**config.mk**
```make
export PLATFORM = sky130hd
export DESIGN_NAME = if_stage
export DESIGN_NICKNAME = d
export VERILOG_FILES = /design/src/rtl/if_stage_pkg.sv /design/src/rtl/if_stage_if_id_reg.sv /design/src/rtl/if_stage.sv
export SDC_FILE = /design/constraint.sdc
export NUM_CORES = 1
export LEC_CHECK = 0
export ABC_AREA = 1
export CORE_AREA = 3 3 119 121
export DETAILED_ROUTE_END_ITERATION = 6
export DIE_AREA = 0 0 122 124
export GPL_ROUTABILITY_DRIVEN = 0
export PLACE_DENSITY = 0.87
export RECOVER_POWER = 50
export REMOVE_ABC_BUFFERS = 1
export SYNTH_ARGS = -nofsm -noshare
export SYNTH_HDL_FRONTEND = slang
export SYNTH_SLANG_ARGS = --single-unit
```
**constraint.sdc**
```tcl
create_clock -name clk -period 9.09 [get_ports clk]
set_clock_uncertainty 0.05 [all_clocks]
set_input_delay 1.3635 -clock clk [delete_from_list [all_inputs] [get_ports clk]]
set_output_delay 1.3635 -clock clk [all_outputs]
set_load 0.01 [all_outputs]
```
**src/rtl/if_stage_pkg.sv**
```systemverilog
// Shared pipeline constants and helpers for the instruction-fetch stage.
package if_stage_pkg;

    localparam logic [31:0] RESET_PC_DEFAULT  = 32'h0000_0000;
    localparam logic [31:0] NOP_INSTR_DEFAULT = 32'h0000_0000;  // sll $0,$0,0
    localparam int unsigned CNT_W             = 16;

    // One action per cycle; declaration order mirrors the priority order.
    typedef enum logic [2:0] {
        ACT_BRANCH,
        ACT_STALL,
        ACT_JUMP,
        ACT_MISS,
        ACT_NORMAL
    } if_action_t;

    // Redirect targets are forced onto a word boundary.
    function automatic logic [31:0] align_word(input logic [31:0] addr);
        return {addr[31:2], 2'b00};
    endfunction

    // Saturating increment for the performance counters.
    function automatic logic [CNT_W-1:0] sat_inc(input logic [CNT_W-1:0] cnt);
        return (cnt == '1) ? cnt : cnt + CNT_W'(1);
    endfunction

endpackage

```
**src/rtl/if_stage_if_id_reg.sv**
```systemverilog
// IF/ID pipeline register: instruction word, PC+4 field and valid flag,
// with hold (stall) and bubble (flush / fetch-miss) controls.
module if_id_reg
    import if_stage_pkg::*;
#(
    parameter logic [31:0] NOP_INSTR = NOP_INSTR_DEFAULT
) (
    input  logic        clk,
    input  logic        rst,
    input  logic        hold,
    input  logic        bubble,
    input  logic [31:0] ir_in,
    input  logic [31:0] pc_in,
    output logic [31:0] ir,
    output logic [31:0] pc_field,
    output logic        valid
);

    // Bubble wins over hold so a redirect can flush a stalled register.
    always_ff @(posedge clk or posedge rst) begin
        if (rst) begin
            ir       <= NOP_INSTR;
            pc_field <= '0;
            valid    <= 1'b0;
        end else if (bubble) begin
            ir       <= NOP_INSTR;
            pc_field <= '0;
            valid    <= 1'b0;
        end else if (!hold) begin
            ir       <= ir_in;
            pc_field <= pc_in;
            valid    <= 1'b1;
        end
    end

endmodule

```
**src/rtl/if_stage.sv**
```systemverilog
// Instruction-fetch stage: PC register, next-PC selection, IF/ID register
// instance, and saturating stall/flush counters.
module if_stage
    import if_stage_pkg::*;
#(
    parameter logic [31:0] RESET_PC  = RESET_PC_DEFAULT,
    parameter logic [31:0] NOP_INSTR = NOP_INSTR_DEFAULT
) (
    input  logic             clk,
    input  logic             reset,
    input  logic             IF_ID_stall,
    input  logic             Branch_EX,
    input  logic [31:0]      Branch_target_EX,
    input  logic             Jump_ID,
    input  logic [31:0]      Jump_target_ID,
    input  logic             Instr_valid,
    input  logic [31:0]      Instr_data,
    output logic [31:0]      Instr_addr,
    output logic [31:0]      IR_IF_ID_out,
    output logic [31:0]      PC_IF_ID_out,
    output logic             Valid_IF_ID_out,
    output logic             Flush_ID_EX,
    output logic [CNT_W-1:0] Stall_count,
    output logic [CNT_W-1:0] Flush_count
);

    logic [31:0]      pc;
    logic [31:0]      pc_plus4;
    logic [CNT_W-1:0] stall_cnt;
    logic [CNT_W-1:0] flush_cnt;
    if_action_t       action;

    assign pc_plus4 = pc + 32'd4;

    // Pick exactly one action per cycle in priority order.
    always_comb begin
        action = ACT_NORMAL;
        if (Branch_EX)        action = ACT_BRANCH;
        else if (IF_ID_stall) action = ACT_STALL;
        else if (Jump_ID)     action = ACT_JUMP;
        else if (!Instr_valid) action = ACT_MISS;
    end

    // PC register: redirect, hold, or sequential advance.
    always_ff @(posedge clk or posedge reset) begin
        if (reset) begin
            pc <= RESET_PC;
        end else begin
            case (action)
                ACT_BRANCH: pc <= align_word(Branch_target_EX);
                ACT_JUMP:   pc <= align_word(Jump_target_ID);
                ACT_NORMAL: pc <= pc_plus4;
                default:    pc <= pc;
            endcase
        end
    end

    // Saturating event counters; fetch-miss bubbles are not flushes.
    always_ff @(posedge clk or posedge reset) begin
        if (reset) begin
            stall_cnt <= '0;
            flush_cnt <= '0;
        end else begin
            if (action == ACT_STALL)
                stall_cnt <= sat_inc(stall_cnt);
            if (action == ACT_BRANCH || action == ACT_JUMP)
                flush_cnt <= sat_inc(flush_cnt);
        end
    end

    if_id_reg #(
        .NOP_INSTR (NOP_INSTR)
    ) u_if_id_reg (
        .clk      (clk),
        .rst      (reset),
        .hold     (action == ACT_STALL),
        .bubble   (action == ACT_BRANCH || action == ACT_JUMP || action == ACT_MISS),
        .ir_in    (Instr_data),
        .pc_in    (pc_plus4),
        .ir       (IR_IF_ID_out),
        .pc_field (PC_IF_ID_out),
        .valid    (Valid_IF_ID_out)
    );

    assign Instr_addr  = pc;
    assign Flush_ID_EX = Branch_EX;
    assign Stall_count = stall_cnt;
    assign Flush_count = flush_cnt;

endmodule
```
# == After elaboration in Yosys (flattened, before gate mapping) ==
# Index checks and enable logic that the tools add are counted.
# word_totals
register_bits,129
input_bits,102
word_cells,35
# op_classes
n_addsub,3
eq_ne,7
muxes,11
bitwise,2
reduce_logical,6
# ops
cell,n
32-bit two-way mux,4
32-bit one-hot mux with 3 select lines,1
16-bit by 1-bit adder with 16-bit output (second input constant),2
32-bit by 3-bit adder with 32-bit output (second input constant),1
16-bit equality test (second input constant),2
3-bit two-way mux,4
3-bit by 2-bit equality test with 1-bit output (second input constant),2
2-bit AND reduction,2
3-bit by 1-bit equality test with 1-bit output (second input constant),1
3-bit equality test (second input constant),1
3-bit zero test,1
3-bit nonzero test,1
1-bit logical OR,2
1-bit two-way mux,2
2-bit inequality test (second input constant),1
1-bit NOT,2

# == Longest topological paths before layout ==
# logic_depth
ltp_word,8
mapped_depth,10
mapped_depth_nobuf,10

# == Cells and area by module ==
# From an unflattened synthesis, not the netlist that was laid out.
# hier_totals
cells_unflattened,898
area_unflattened_um2,6847.8
# by_module_without_submodules
module,instances,cells_per_inst,area_per_inst_um2,seq_area_each_um2
if_stage,1,617,4282.9,1551.5
if_id_reg,1,281,2565.0,1626.6

# == Worst setup path before layout ==
# OpenSTA, ideal clock, no wires.
# synth_timing
kind,input -> output
startpoint,input Branch_EX
endpoint,output Flush_ID_EX
t_arrival_ns,1.483
required_ns,7.676
path_slack_ns,6.194
stages,1
path_buffers,1
path_cell_list,buf_4
# synth_lines
item,line_no,rtl
"start, declared",if_stage.sv:12,"input logic Branch_EX,"
"end, declared",if_stage.sv:22,"output logic Flush_ID_EX,"
# No word-level cell between the ends.

# == Worst setup path in the final report ==
# layout_timing
startpoint,input Branch_EX
endpoint,register stall_cnt[10] (netlist: Stall_count[10])
# layout_between
elab_chain_cells,3
# layout_lines
item,line_no,rtl
3-bit two-way mux,if_stage.sv:38,if (Branch_EX) action = ACT_BRANCH;
3-bit by 1-bit equality test with 1-bit output,if_stage.sv:64,if (action == ACT_STALL)
2-bit AND reduction (no line),n/a,
"end signal, assigned",if_stage.sv:65,stall_cnt <= sat_inc(stall_cnt);
"end, declared",if_stage.sv:29,logic [CNT_W-1:0] stall_cnt;
# No other way between the ends.
# A chain may end at the register's enable or synchronous reset.

==> results.sh <==
export IMPL_critical_path_required_ns=9.34
export IMPL_violations="max-capacitance violations, max-slew violations"
export IMPL_overflow=0
export IMPL_avgSynthCellArea_um2=7.976
export IMPL_dp_hpwl_um=13180
export IMPL_slew_headroom_pct=-110.7
export IMPL_syn_inst=800
export IMPL_rsz0062_at_grt="false"
export IMPL_first_iter_violations=379
export IMPL_layout_commonest_cell="nand2_1"
export IMPL_via_count=6242
export IMPL_grt_pass1_vias=6109
export IMPL_drc=0
export IMPL_path_max_fanout=65
export IMPL_timing_fmax_mhz=199.2
export IMPL_use_met3_pct=7.084
export IMPL_rr_startpoint="Flush_count[0]"
export IMPL_die_h_um=124
export IMPL_syn_area_um2=6381
export IMPL_gr_max_usage_layer="met2"
export IMPL_finalSetupTns_ns=0
export IMPL_critPathMaxStageDelay_ns=2.26
export IMPL_r2r_cells=8
export IMPL_grt_max_degree=80
export IMPL_layout_setup_ws_ns=4.071
export IMPL_coreArea_um2=13190
export IMPL_htreeDepth=4
export IMPL_crit_start="Branch_EX"
export IMPL_yosysWarnings=0
export IMPL_wl_um=18760
export IMPL_crit_path_end_kind="flip-flop"
export IMPL_cp_top_family="buffers and inverters"
export IMPL_yosysSeqAreaShare_pct=49.02
export IMPL_cellPowerDensity_nw_per_um2=187.6
export IMPL_dp_slack_ns=5.085
export IMPL_grt_util_met2_pct=43.27
export IMPL_vias_per_cell=5.189
export IMPL_numClockSinks=125
export IMPL_antenna_found_initial=0
export IMPL_post_cts_buffers=0
export IMPL_rows=42
export IMPL_cp_start_kind="input pin"
export IMPL_crit_path_end="Stall_count[10]"
export IMPL_r2r_end="Flush_count[14]"
export IMPL_initial_core_util_pct=48.38
export IMPL_slew_violations=114
export IMPL_regToRegSetupSlack_ns=6.65
export IMPL_cts_resized=0
export IMPL_yosysUniqueCellTypes=37
export IMPL_final_cell_mix="260 x nand2_1, 125 x dfrtp_1, 113 x clkdlybuf4s50_1"
export IMPL_num_fill_cells=1024
export IMPL_yosys_area_top_type="dfrtp_1"
export IMPL_slowest_stage="clkbuf_1"
export IMPL_setup_violations_final=0
export IMPL_fin_crit_sh_pct=55.22
export IMPL_hold_class="reg -> reg"
export IMPL_layout_min_cycle_time_ns=5.019
export IMPL_drive_above_1_share_pct=5.550
export IMPL_num_antenna_cells=0
export IMPL_die_area_um2=15130
export IMPL_die_w_um=122
export IMPL_yosysTopAreaCellShare_pct=49.02
export IMPL_clk_path_buf_depth=2
export IMPL_root_buffer="clkbuf_16"
export IMPL_worstMarginPinSlew_ns=3.160
export IMPL_postCtsHoldBufs=0
export IMPL_cts_tree="yes"
export IMPL_fin_nets=1120
export IMPL_crit_arrival_ns=5.27
export IMPL_clk_pin_slew_ns=0.06
export IMPL_synthTopCellsByArea="dfrtp_1 49%, nand2_1 15%, nor2_1 5.5%"
export IMPL_power_leakage_nw=4.551
export IMPL_finalHoldViolCount=0
export IMPL_ir_worst_vdd_uv=120.1
export IMPL_grt_pass1_wl_um=29800
export IMPL_grt_usage_pct=25.16
export IMPL_crit_cells=8
export IMPL_max_cap_violations=2
export IMPL_criticalPathCategory="in -> reg"
export IMPL_cts_buffers_inserted=17
export IMPL_path_buf_inv=4
export IMPL_outcome="complete, but fails checks"
export IMPL_clock_latency_ns=0.42
export IMPL_place_port_buffers=223
export IMPL_worstPathCellList="dlygate4sd3_1 -> inv_1 -> nand2_1 -> inv_1 -> clkbuf_1 -> nand3_1 -> o21ai_0 -> nand2_1"
export IMPL_synth_seq_cells=125
export IMPL_first_pass_iters=5
export IMPL_io_pins=232
export IMPL_ant_nets=0
export IMPL_use_met1_pct=29.65
export IMPL_syn2layout_area_growth_pct=45.82
export IMPL_wl_per_cell_um=15.59
## registers in the layout, summed over array words and instances (netlist names)
| register | flops |
|---|---|
| u_if_id_reg.ir | 32 |
| Stall_count | 16 |
| Flush_count | 16 |
| Instr_addr | 30 |
| u_if_id_reg.pc_field | 30 |
| u_if_id_reg.valid | 1 |
## cell type report
type                            instances  area [um^2]  area share [%]
Multi-Input combinational cell        585         2845           30.58
Sequential cell                       125         3128           33.62
Clock buffer                           21        470.5           5.056
Timing Repair Buffer                  226         2251           24.19
Tap cell                              176        220.2           2.367
Clock inverter                         10        162.7           1.748
Inverter                               60        227.7           2.447
## worst min-delay path, cell delays in order, from the launching register on
cell and delay (ns):
dfrtp_1 0.33, nand2_1 0.05, nand2_1 0.05
## stage by stage
stage	hold WS, ns	utilization [%]	std cells	total power (W)	instance area, um^2
after detailed placement	0.4149	65.93	1172	0.001048	8696
after global placement	0.4048	65.93	1172	0.001036	8696
after CTS	0.4315	70.73	1203	0.001777	9329
after global routing	0.4486	70.55	1203	0.001826	9305
after floorplan	0.4586	-	770	0.0008461	6215
final	0.4209	70.55	1203	0.001746	9305
## kinds of logic (layout without fill, tap and decap cells)
| kind of cell | Yosys count | after routing | synth area share (%) |
|---|---|---|---|
| AND/OR/NAND/NOR | 433 | 433 | 28.45 |
| other | 1 | 4 | 0.05877 |
| adder cells (fa/ha/maj) | 3 | 3 | 0.5883 |
| XOR/XNOR | 28 | 28 | 3.843 |
| flip-flops | 125 | 125 | 49.02 |
| buffers and inverters | 93 | 317 | 6.353 |
| AO/OA/AOI/OAI | 117 | 117 | 11.69 |
## power breakdown
group	leakage, nW	internal [W]	switching [W]
Sequential	1.63	0.000609	0.0000677
Clock	0.305	0.000479	0.000249
Combinational	2.62	0.000168	0.000174
## metal layers
layer  up-vias  wire length [um]
met4         0               476
met5         -                 0
met2       241              9301
li1       3013                 -
met1      2941              7638
met3        47              1344
## synthesized netlist by cell type, drive strengths merged
cell,number
inv,60
nand3b,1
nor2,103
a21o,1
conb,1
a22o,32
xnor2,11
nand3,44
o21bai,1
xor2,17
a31oi,7
o21ai,19
ha,3
nand4,7
nor3,12
a21oi,54
a41oi,2
dfrtp,125
nand2,266
a32oi,1
buf,21
clkbuf,12
## how the worst min path moves through the flow
stage                             startpoint                  endpoint  slack [ns]  cells past startpoint
finish              u_if_id_reg.pc_field[15]  u_if_id_reg.pc_field[15]        0.42                      2
global route         u_if_id_reg.pc_field[2]   u_if_id_reg.pc_field[2]        0.45                      2
floorplan                  u_if_id_reg.valid         u_if_id_reg.valid        0.46                      2
CTS                 u_if_id_reg.pc_field[15]  u_if_id_reg.pc_field[15]        0.43                      2
detailed placement  u_if_id_reg.pc_field[21]  u_if_id_reg.pc_field[21]        0.41                      2
global placement           u_if_id_reg.valid         u_if_id_reg.valid        0.40                      2
Power figures use the tool's default switching activity.
